## src/rtl/cheri_encoder_if.sv

```systemverilog
// Request and encoded-instruction streams of the CHERI instruction encoder.
// The encoder uses the slave modport; the request source/instruction sink uses master.
interface cheri_encoder_if #(
    parameter int OPDW = 32
);
    logic            req_valid_i;
    logic            req_ready_o;
    logic [OPDW-1:0] cheri_operator_i;
    logic [4:0]      rd_i;
    logic [4:0]      rs1_i;
    logic [4:0]      rs2_i;
    logic [31:0]     imm_i;
    logic            instr_valid_o;
    logic            instr_ready_i;
    logic [31:0]     instr_o;
    logic            instr_last_o;
    logic            instr_err_o;

    modport slave (
        input  req_valid_i, cheri_operator_i, rd_i, rs1_i, rs2_i, imm_i, instr_ready_i,
        output req_ready_o, instr_valid_o, instr_o, instr_last_o, instr_err_o
    );

    modport master (
        output req_valid_i, cheri_operator_i, rd_i, rs1_i, rs2_i, imm_i, instr_ready_i,
        input  req_ready_o, instr_valid_o, instr_o, instr_last_o, instr_err_o
    );
endinterface

```

## src/rtl/cheri_encoder.sv

```systemverilog
// CHERIoT instruction encoder: one-hot operator plus operands in, 32-bit instruction words out.
// Out-of-range CJAL may be expanded into an AUIPCC + CJALR pair.
module cheri_encoder #(
    parameter bit ExpandFarJal = 1'b1
) (
    input  logic           clk_i,
    input  logic           rst_ni,
    cheri_encoder_if.slave bus
);
    localparam int OPDW = 32;

    localparam logic [4:0] OP_CINC_ADDR_IMM   = 5'd22;
    localparam logic [4:0] OP_CSET_BOUNDS_IMM = 5'd23;
    localparam logic [4:0] OP_CJALR           = 5'd24;
    localparam logic [4:0] OP_CLOAD_CAP       = 5'd25;
    localparam logic [4:0] OP_CSTORE_CAP      = 5'd26;
    localparam logic [4:0] OP_CAUIPCC         = 5'd27;
    localparam logic [4:0] OP_CAUICGP         = 5'd28;
    localparam logic [4:0] OP_CJAL            = 5'd29;

    localparam logic [6:0] OPC_CHERI  = 7'h5b;
    localparam logic [6:0] OPC_JALR   = 7'h67;
    localparam logic [6:0] OPC_LOAD   = 7'h03;
    localparam logic [6:0] OPC_STORE  = 7'h23;
    localparam logic [6:0] OPC_AUIPC  = 7'h17;
    localparam logic [6:0] OPC_AUICGP = 7'h7b;
    localparam logic [6:0] OPC_JAL    = 7'h6f;

    typedef enum logic {
        ST_IDLE   = 1'b0,
        ST_SECOND = 1'b1
    } state_e;

    function automatic logic [31:0] enc_r(input logic [6:0] f7, input logic [4:0] rs2,
                                          input logic [4:0] rs1, input logic [4:0] rd);
        return {f7, rs2, rs1, 3'b000, rd, OPC_CHERI};
    endfunction

    function automatic logic [31:0] enc_i(input logic [11:0] imm12, input logic [4:0] rs1,
                                          input logic [2:0] f3, input logic [4:0] rd,
                                          input logic [6:0] opc);
        return {imm12, rs1, f3, rd, opc};
    endfunction

    function automatic logic [31:0] enc_s(input logic [11:0] imm12, input logic [4:0] rs2,
                                          input logic [4:0] rs1);
        return {imm12[11:5], rs2, rs1, 3'b011, imm12[4:0], OPC_STORE};
    endfunction

    function automatic logic [31:0] enc_u(input logic [19:0] imm20, input logic [4:0] rd,
                                          input logic [6:0] opc);
        return {imm20, rd, opc};
    endfunction

    function automatic logic [31:0] enc_j(input logic [20:1] off, input logic [4:0] rd);
        return {off[20], off[10:1], off[11], off[19:12], rd, OPC_JAL};
    endfunction

    // Value fits a signed 12-bit field when bits [31:11] are a pure sign extension.
    function automatic logic fits_s12(input logic [20:0] hi);
        return (hi == 21'h000000) || (hi == 21'h1fffff);
    endfunction

    function automatic logic [6:0] r_func7(input logic [4:0] idx);
        case (idx)
            5'd0:    return 7'h01;
            5'd1:    return 7'h08;
            5'd2:    return 7'h09;
            5'd3:    return 7'h0b;
            5'd4:    return 7'h0c;
            5'd5:    return 7'h0d;
            5'd6:    return 7'h10;
            5'd7:    return 7'h11;
            5'd8:    return 7'h14;
            5'd9:    return 7'h20;
            5'd10:   return 7'h21;
            default: return 7'h00;
        endcase
    endfunction

    function automatic logic [4:0] unary_sub(input logic [4:0] idx);
        case (idx)
            5'd11:   return 5'h00;
            5'd12:   return 5'h01;
            5'd13:   return 5'h02;
            5'd14:   return 5'h03;
            5'd15:   return 5'h04;
            5'd16:   return 5'h08;
            5'd17:   return 5'h09;
            5'd18:   return 5'h0a;
            5'd19:   return 5'h0b;
            5'd20:   return 5'h0f;
            5'd21:   return 5'h18;
            default: return 5'h00;
        endcase
    endfunction

    state_e      r_state;
    logic        r_valid;
    logic [31:0] r_instr;
    logic        r_last;
    logic        r_err;
    logic [31:0] r_beat2;

    logic [5:0]  w_op_cnt;
    logic [4:0]  w_op_idx;
    logic        w_ok;
    logic        w_two;
    logic [31:0] w_word1;
    logic [31:0] w_word2;
    logic [19:0] w_hi20;
    logic        w_jal_near;
    logic        w_s12;
    logic        w_req_ready;
    logic        w_accept;
    logic        w_consume;

    assign w_req_ready = (r_state == ST_IDLE) & (~r_valid | bus.instr_ready_i);
    assign w_accept    = bus.req_valid_i & w_req_ready;
    assign w_consume   = r_valid & bus.instr_ready_i;

    // (imm + 0x800) >> 12 without a full adder: the rounding carry is imm[11].
    assign w_hi20     = bus.imm_i[31:12] + {19'd0, bus.imm_i[11]};
    assign w_jal_near = (bus.imm_i[31:20] == 12'h000) || (bus.imm_i[31:20] == 12'hfff);
    assign w_s12      = fits_s12(bus.imm_i[31:11]);

    // Count set operator bits and recover the index of the (assumed single) set bit.
    always_comb begin
        w_op_cnt = 6'd0;
        w_op_idx = 5'd0;
        for (int i = 0; i < OPDW; i++) begin
            w_op_cnt = w_op_cnt + {5'd0, bus.cheri_operator_i[i]};
            w_op_idx = w_op_idx | (bus.cheri_operator_i[i] ? 5'(i) : 5'd0);
        end
    end

    // Encode the request and judge its legality; w_ok=0 means an error beat.
    always_comb begin
        w_ok    = 1'b0;
        w_two   = 1'b0;
        w_word1 = 32'h0000_0000;
        w_word2 = 32'h0000_0000;
        if (w_op_cnt == 6'd1) begin
            case (w_op_idx) inside
                [5'd0:5'd10]: begin
                    w_ok    = 1'b1;
                    w_word1 = enc_r(r_func7(w_op_idx), bus.rs2_i, bus.rs1_i, bus.rd_i);
                end
                [5'd11:5'd21]: begin
                    w_ok    = 1'b1;
                    w_word1 = enc_r(7'h7f, unary_sub(w_op_idx), bus.rs1_i, bus.rd_i);
                end
                OP_CINC_ADDR_IMM: begin
                    w_ok    = w_s12;
                    w_word1 = enc_i(bus.imm_i[11:0], bus.rs1_i, 3'd1, bus.rd_i, OPC_CHERI);
                end
                OP_CSET_BOUNDS_IMM: begin
                    w_ok    = (bus.imm_i[31:12] == 20'h00000);
                    w_word1 = enc_i(bus.imm_i[11:0], bus.rs1_i, 3'd2, bus.rd_i, OPC_CHERI);
                end
                OP_CJALR: begin
                    w_ok    = w_s12;
                    w_word1 = enc_i(bus.imm_i[11:0], bus.rs1_i, 3'd0, bus.rd_i, OPC_JALR);
                end
                OP_CLOAD_CAP: begin
                    w_ok    = w_s12;
                    w_word1 = enc_i(bus.imm_i[11:0], bus.rs1_i, 3'd3, bus.rd_i, OPC_LOAD);
                end
                OP_CSTORE_CAP: begin
                    w_ok    = w_s12;
                    w_word1 = enc_s(bus.imm_i[11:0], bus.rs2_i, bus.rs1_i);
                end
                OP_CAUIPCC, OP_CAUICGP: begin
                    w_ok    = (bus.imm_i[31:20] == 12'h000);
                    w_word1 = enc_u(bus.imm_i[19:0], bus.rd_i,
                                    (w_op_idx == OP_CAUIPCC) ? OPC_AUIPC : OPC_AUICGP);
                end
                OP_CJAL: begin
                    if (bus.imm_i[0]) begin
                        w_ok = 1'b0;
                    end else if (w_jal_near) begin
                        w_ok    = 1'b1;
                        w_word1 = enc_j(bus.imm_i[20:1], bus.rd_i);
                    end else if (ExpandFarJal && (bus.rd_i != 5'd0)) begin
                        w_ok    = 1'b1;
                        w_two   = 1'b1;
                        w_word1 = enc_u(w_hi20, bus.rd_i, OPC_AUIPC);
                        w_word2 = enc_i(bus.imm_i[11:0], bus.rd_i, 3'd0, bus.rd_i, OPC_JALR);
                    end else begin
                        w_ok = 1'b0;
                    end
                end
                default: w_ok = 1'b0;
            endcase
        end else begin
            w_ok = 1'b0;
        end
    end

    // Output register and expansion FSM; beat 2 waits in r_beat2 while in SECOND.
    always_ff @(posedge clk_i or negedge rst_ni) begin
        if (!rst_ni) begin
            r_state <= ST_IDLE;
            r_valid <= 1'b0;
            r_instr <= 32'h0000_0000;
            r_last  <= 1'b0;
            r_err   <= 1'b0;
            r_beat2 <= 32'h0000_0000;
        end else begin
            case (r_state)
                ST_IDLE: begin
                    if (w_accept) begin
                        r_valid <= 1'b1;
                        r_instr <= w_ok ? w_word1 : 32'h0000_0000;
                        r_last  <= ~w_two;
                        r_err   <= ~w_ok;
                        r_beat2 <= w_word2;
                        r_state <= w_two ? ST_SECOND : ST_IDLE;
                    end else if (w_consume) begin
                        r_valid <= 1'b0;
                    end else begin
                        r_valid <= r_valid;
                    end
                end
                ST_SECOND: begin
                    if (w_consume) begin
                        r_valid <= 1'b1;
                        r_instr <= r_beat2;
                        r_last  <= 1'b1;
                        r_err   <= 1'b0;
                        r_beat2 <= 32'h0000_0000;
                        r_state <= ST_IDLE;
                    end else begin
                        r_state <= ST_SECOND;
                    end
                end
                default: begin
                    r_state <= ST_IDLE;
                    r_valid <= 1'b0;
                end
            endcase
        end
    end

    assign bus.req_ready_o   = w_req_ready;
    assign bus.instr_valid_o = r_valid;
    assign bus.instr_o       = r_instr;
    assign bus.instr_last_o  = r_last;
    assign bus.instr_err_o   = r_err;
endmodule

```

## src/flat_wrapper.sv

```systemverilog
// flat-port wrapper written by rule: the top's interface ports become plain ports
module cheri_encoder_flat 
#(
    parameter bit ExpandFarJal = 1'b1
)
  (clk_i, rst_ni, bus_req_valid_i, bus_cheri_operator_i, bus_rd_i, bus_rs1_i, bus_rs2_i, bus_imm_i, bus_instr_ready_i, bus_req_ready_o, bus_instr_valid_o, bus_instr_o, bus_instr_last_o, bus_instr_err_o);
  cheri_encoder_if #(.OPDW(32)) bus_i ();
  input  logic clk_i;
  input  logic rst_ni;
  input wire logic [$bits(bus_i.req_valid_i)-1:0] bus_req_valid_i;
  input wire logic [$bits(bus_i.cheri_operator_i)-1:0] bus_cheri_operator_i;
  input wire logic [$bits(bus_i.rd_i)-1:0] bus_rd_i;
  input wire logic [$bits(bus_i.rs1_i)-1:0] bus_rs1_i;
  input wire logic [$bits(bus_i.rs2_i)-1:0] bus_rs2_i;
  input wire logic [$bits(bus_i.imm_i)-1:0] bus_imm_i;
  input wire logic [$bits(bus_i.instr_ready_i)-1:0] bus_instr_ready_i;
  output wire logic [$bits(bus_i.req_ready_o)-1:0] bus_req_ready_o;
  output wire logic [$bits(bus_i.instr_valid_o)-1:0] bus_instr_valid_o;
  output wire logic [$bits(bus_i.instr_o)-1:0] bus_instr_o;
  output wire logic [$bits(bus_i.instr_last_o)-1:0] bus_instr_last_o;
  output wire logic [$bits(bus_i.instr_err_o)-1:0] bus_instr_err_o;
  assign bus_i.req_valid_i = bus_req_valid_i;
  assign bus_i.cheri_operator_i = bus_cheri_operator_i;
  assign bus_i.rd_i = bus_rd_i;
  assign bus_i.rs1_i = bus_rs1_i;
  assign bus_i.rs2_i = bus_rs2_i;
  assign bus_i.imm_i = bus_imm_i;
  assign bus_i.instr_ready_i = bus_instr_ready_i;
  assign bus_req_ready_o = bus_i.req_ready_o;
  assign bus_instr_valid_o = bus_i.instr_valid_o;
  assign bus_instr_o = bus_i.instr_o;
  assign bus_instr_last_o = bus_i.instr_last_o;
  assign bus_instr_err_o = bus_i.instr_err_o;
  cheri_encoder #(.ExpandFarJal(ExpandFarJal)) u_core (.clk_i(clk_i), .rst_ni(rst_ni), .bus(bus_i));
endmodule
```

## config.mk

```make
export PLATFORM = sky130hd
export DESIGN_NAME = cheri_encoder_flat
export DESIGN_NICKNAME = d
export VERILOG_FILES = /design/src/rtl/cheri_encoder_if.sv /design/src/rtl/cheri_encoder.sv /design/src/flat_wrapper.sv
export SDC_FILE = /design/constraint.sdc
export NUM_CORES = 1
export LEC_CHECK = 0
export ABC_CLOCK_PERIOD_IN_PS = 2300
export BUFFER_PORTS_ARGS = -buffer_cell sky130_fd_sc_hd__buf_2
export CAP_MARGIN = 20
export CORE_MARGIN = 3
export CORE_UTILIZATION = 40
export CTS_BUF_LIST = sky130_fd_sc_hd__clkbuf_4
export DETAILED_ROUTE_END_ITERATION = 16
export PLACE_DENSITY = 0.68
export SLEW_MARGIN = 20
export SYNTH_ARGS = -nofsm -noshare
export SYNTH_HDL_FRONTEND = slang
export SYNTH_SLANG_ARGS = --single-unit
```

## constraint.sdc

```tcl
create_clock -name clk_i -period 2.3 [get_ports clk_i]
set_input_delay 0.115 -clock clk_i [delete_from_list [all_inputs] [get_ports clk_i]]
set_output_delay 0.115 -clock clk_i [all_outputs]
set_load 0.02 [all_outputs]
```

## Word-level counts from Yosys, hierarchy flattened

Memory sizes are Yosys's and may differ from the RTL's.
Cells that the tools add are included.

- Register bits: 68
- ROM bits: 256
- Input bits: 83
- Output and inout bits: 36
- Memories kept: 2

- Add/subtract/negate cells: 32
- $lt $le $gt $ge: 4
- Equal/unequal tests: 14
- Mux-type cells: 103
- Bitwise operators: 38
- Reductions and logical operators: 11

Memory list:

| name | depth | bits a word | rd ports | clocked after memory_dff | write ports | RTL line | text |
|---|---|---|---|---|---|---|---|
| (name not given) | 32 | 5 | 1 | 0 | 0 | cheri_encoder.sv:82 | `case (idx)` |
| (name not given) | 16 | 6 | 1 | 0 | 0 | cheri_encoder.sv:65 | `case (idx)` |

Operators with widths:

| kind | count |
|---|---|
| two-way mux 32 bit | 31 |
| adder 6 x 1 -> 6 bit | 30 |
| OR 5 bit | 30 |
| case mux 32 bit (2 select lines) | 2 |
| two-way mux 5 bit | 16 |
| equality test 5 bit, second input constant | 8 |
| two-way mux 1 bit | 34 |
| two-way mux 4 bit | 8 |
| equality test 21 bit, second input constant | 1 |
| zero test 21 bit | 1 |
| adder 20 x 1 -> 20 bit | 1 |
| zero test 20 bit | 1 |
| two-way mux 7 bit | 2 |
| equality test 12 bit, second input constant | 1 |
| zero test 12 bit | 1 |
| two-way mux 3 bit | 4 |
| case mux 1 bit (2 select lines) | 4 |
| equality test 6 x 1 -> 1 bit, second input constant | 1 |
| greater-or-equal comparator 5 x 1 -> 1 bit, second input constant | 1 |
| greater-or-equal comparator 5 x 4 -> 1 bit, second input constant | 1 |
| <= comparator 5 x 4 -> 1 bit, second input constant | 1 |
| <= comparator 5 bit, second input constant | 1 |
| nonzero test 5 bit | 1 |
| two-way mux 2 bit | 2 |
| 11 further kinds | 19 |

## Longest topological paths before layout

- Depth in word-level cells: 45
- Depth in mapped cells: 20

## Worst setup path before layout

No wires, ideal clock.

- Kind: input to register
- Start: input bus_cheri_operator_i[0]
- End: register u_core.r_beat2[24]
- Arrival time: 5.572 ns
- Required time: 2.234 ns
- Setup slack: -3.338 ns
- Stages on the path: 19
- Buffers on the path: 1
- Cell sequence: ha_1 inv_1 fa_1 inv_1 fa_1 fa_1 fa_1 fa_1 inv_1 fa_1 fa_1 fa_1 nor3_1 mux2_2 nand4_1 or3_1 nor2_1 clkbuf_1 a22o_1

- Cells in the longest elaborated chain, start to end: 35

Ends and longest elaborated chain:

| element | RTL line | text |
|---|---|---|
| start: declaration | flat_wrapper.sv:11 | `input wire logic [$bits(bus_i.cheri_operator_i)-1:0] bus_cheri_operator_i;` |
| adder 1 x 1 -> 2 bit | cheri_encoder.sv:132 | `w_op_cnt = w_op_cnt + {5'd0, bus.cheri_operator_i[i]};` |
| adder 6 x 1 -> 6 bit (30 in a row) | cheri_encoder.sv:132 |  |
| equality test 6 x 1 -> 1 bit | cheri_encoder.sv:143 | `if (w_op_cnt == 6'd1) begin` |
| two-way mux 32 bit | cheri_encoder.sv:143 |  |
| two-way mux 32 bit | cheri_encoder.sv:212 | `if (w_accept) begin` |
| case mux 32 bit (2 select lines) | cheri_encoder.sv:210 | `case (r_state)` |
| end signal: assignment | cheri_encoder.sv:217 | `r_beat2 <= w_word2;` |
| end: declaration | cheri_encoder.sv:103 | `logic [31:0] r_beat2;` |

Every way passes these cells. The select of a mux whose other input is x is not followed.
A chain may end at the register's enable or synchronous reset.

## Final worst setup path

- Start: input bus_cheri_operator_i[1]
- End: register u_core.r_beat2[28]

- Cells in the longest elaborated chain, start to end: 44
- Elaborated cells between the ends (all ways): 90
- Classes of those cells: add/sub (31); order compare (4); eq/ne (9); mux (13); bitwise (30); reduce/logical (3)

Ends and longest elaborated chain:

| element | RTL line |
|---|---|
| parallel branches: the longest is 41 deep, another holds adder 6 x 1 -> 6 bit | - |
| two-way mux 32 bit * | cheri_encoder.sv:143 |
| two-way mux 32 bit * | cheri_encoder.sv:212 |
| case mux 32 bit (2 select lines) * | cheri_encoder.sv:210 |

Every way passes the cells marked *. The select of a mux whose other input is x is not followed.

==> key figures <==
Status
  • Status: finished with violations
  • Failing checks: setup timing

Cells and area
  • Final core occ: 61.9%
  • Layout Cells excl Fill: 1042
  • Filler Cells Inserted: 1106
  • Final #Nets: 997
  • Area grow syn2layout: 50.6%
  • Layout cells sized above 1: 40.7%
  • Area taken by multi-input logic gates: 3560 um2
  • Register area: 1300 um2
  • Post-Layout Inst Area: 7500 um2
  • N_diodes: 0

Floorplan
  • Site row count: 40
  • I/O pin count: 119
  • Die area: 13800 um2
  • Initial Util: 41.1%
  • Die Span Y: 118 um
  • Core box area: 12100 um2
  • DIE WIDTH: 118 um

STA
  • Final setup viols: 51
  • Relative slew slack: 50.2%
  • Slew @ Worst Pin: 747 ps
  • Setup Skew: 19.1 ps
  • FMAX: 0.189 GHz
  • Fin. Hold Viols: 0
  • Tcrit/Tclk final: 230%
  • WHS: 23.1 ps
  • Slew Viols, Final: 0
  • RSZ-0062 raised after global routing: yes
  • Worst setup margin: -2990 ps
  • Setup TNS: -145350 ps
  • Crit path time final: 5290 ps

GRT
  • Vias in the first global route: 6014
  • Busiest grt layer: met2
  • Met2 usage: 46.2%
  • Met1 Track Usage GR: 36.4%
  • GRT Util Overall: 27.1%
  • Antenna violations before repair: 0
  • GRT met3 Usage: 2.84%
  • First-pass GRT wire length: 30900 um
  • Largest net degree at the start of global routing: 35
  • Total grt overflow: 0

Synth
  • Post-synth ARST share: 100%
  • Synth Register Bits: 52
  • Post-synthesis average cell area: 8.32 um2
  • Syn_nets: 722
  • Ys Warns: 0
  • Cells after Synth: 598
  • Top cells by area, synth: dfrtp_1 (26%), fa_1 (9.7%), nor2_1 (4.8%)
  • Post-synth EDFFs: 0
  • Area leader, netlist: dfrtp_1
  • Unique masters post-synth: 73
  • Register area share after synthesis: 26.1%
  • Cell Area, Synth: 4980 um2
  • Yosys top cell area share: 26.1%
  • Dominant synthesized flop cell: dfrtp_1

Drt
  • Vias per inst: 5.62
  • DRC Markers: 0
  • 1st-iter DRT viols: 581
  • Routed WL: 19200 um
  • WL/cell: 18.4 um
  • Router iterations before antenna repair: 5
  • DR vias: 5858
  • Post-DRT Antenna Nets: 0

Clocking
  • CTS tree: built
  • Sink Count: 52
  • Reg clk slew, reported paths: 160 ps
  • Worst skew pair latency: 370 ps
  • CTS Buffer Depth: 2
  • H-tree depth: 2
  • Num CTS Buffers: 5
  • Clk root buf: clkbuf_4

Power
  • PwrDens: 455 nW/um2
  • Maximum VDD drop: 0.753 mV
  • Leak: 3.61 nW
  • Final Power: 3.41 mW

Critical path
  • Crit path capture type: register
  • CP arrival: 5610 ps
  • FF-to-FF path depth: 6
  • Setup CP Type: in2reg
  • Startpoint types: input pin
  • Max FO, Critical Path: 7
  • Critical Path Source: bus_cheri_operator_i[1]
  • Critical Path RT: 2630 ps
  • R2R Path Start: u_core.r_state

Placement
  • DPL Wire Length: 15300 um
  • Dpl ws: -3460 ps
  • IO Port Bufs: 118
  • Placed Cells incl. Taps: 1016
  • RePlAce Congestion: 0.966
  • Post-DP Area: 6960 um2

Worst hold path
  • Hold Path Stages: 2
  • Worst hold start: bus_rd_i[1]
  • Hold WC Path Type: in2reg

Run
  • Max cap viols: 0
## flip-flops by register name, summed over array words and instances, names as in the netlist
name / cells
u_core.bus.instr_err_o: 1
u_core.r_beat2: 17
u_core.bus.instr_valid_o: 1
u_core.bus.instr_last_o: 1
u_core.bus.instr_o: 31
u_core.r_state: 1
## final timing paths
check | to | slack [ps]
min reg2reg | u_core.bus.instr_o[20] | 510
max reg2reg | u_core.bus.instr_o[2] | 90
max in group asynchronous | u_core.bus.instr_o[24] | 1290
max | u_core.r_beat2[28] | -2990
min in group asynchronous | u_core.bus.instr_err_o | 320
min | u_core.r_beat2[16] | 20
## report_power, final
group,switching [mW],internal (mW)
clock network,0.302,0.246
logic,0.945,0.927
registers,0.0284,0.963
total,1.28,2.14
## area by class of cell
cell class                      instances  area share [%]
Multi-Input combinational cell        459            47.5
Timing Repair Buffer                  306            28.7
Sequential cell                        52            17.4
Tap cell                              168            2.80
Inverter                               49            2.45
Clock buffer                            6           0.601
Clock inverter                          2           0.517
## synthesized netlist by cell type (13+ instances only)
cell       n
nor4_1    14
nor2_1    63
ha_1      17
nand2_1   51
dfrtp_1   52
a21oi_1   33
clkbuf_1  24
nand3_1   14
inv_1     47
o21ai_0   28
a22o_1    17
fa_1      24
a22oi_1   13
nor3_1    19
## critical path, cell delays in order
cell       delay, ps
buf_8            100
ha_4             250
inv_2             30
fa_1             460
inv_1             50
fa_1             450
fa_1             550
fa_1             450
fa_1             490
inv_1             50
fa_1             460
fa_2             390
fa_2             360
nor3_2           160
mux2_4           160
nand4_1          120
buf_4            170
or3_4            350
nor2_4           160
clkbuf_16        170
a22o_1           130
## repair_timing
| action | 4_1_cts | 5_1_grt |
|---|---|---|
| gates resized for setup | 44 | 20 |
| cloned | 1 | 1 |
| setup buffers | 7 | 4 |
| setup endpoints to repair | 51 | 51 |
| endpoints found under the hold margin | 35 | 2 |
| pin swaps | 30 | 22 |
| hold buffers | 6 | 2 |
## metal layers
layer,vias up,routed length (um)
met2,268,9300
met4,0,486
met5,-,0
met1,2803,8060
met3,45,1340
li1,2742,-
## cells by family (layout without fill, tap and decap cells)
group / Yosys count / after routing / synth area share (%)
and+or+nand+nor: 211 / 211 / 21.0
buffers and inverters: 87 / 363 / 7.29
muxes: 2 / 2 / 0.427
xor gates and xnor gates: 18 / 18 / 3.17
AOI/OAI and AO/OA: 187 / 187 / 28.1
adders and majority gates: 41 / 41 / 13.9
DFF: 52 / 52 / 26.1
## cell usage in the layout, fill, tap and decap left out, drive strengths merged, types with 11 or more instances in the layout
master and n:
buf 297, nor2 63, dfrtp 52, nand2 51, inv 50, a21oi 33
o21ai 30, fa 24, nor3 20, a22o 17, ha 17, nor4 16
nand3 14, a22oi 13, nand4 12, xnor2 11
No activity file was read; power rests on OpenSTA's default activity.
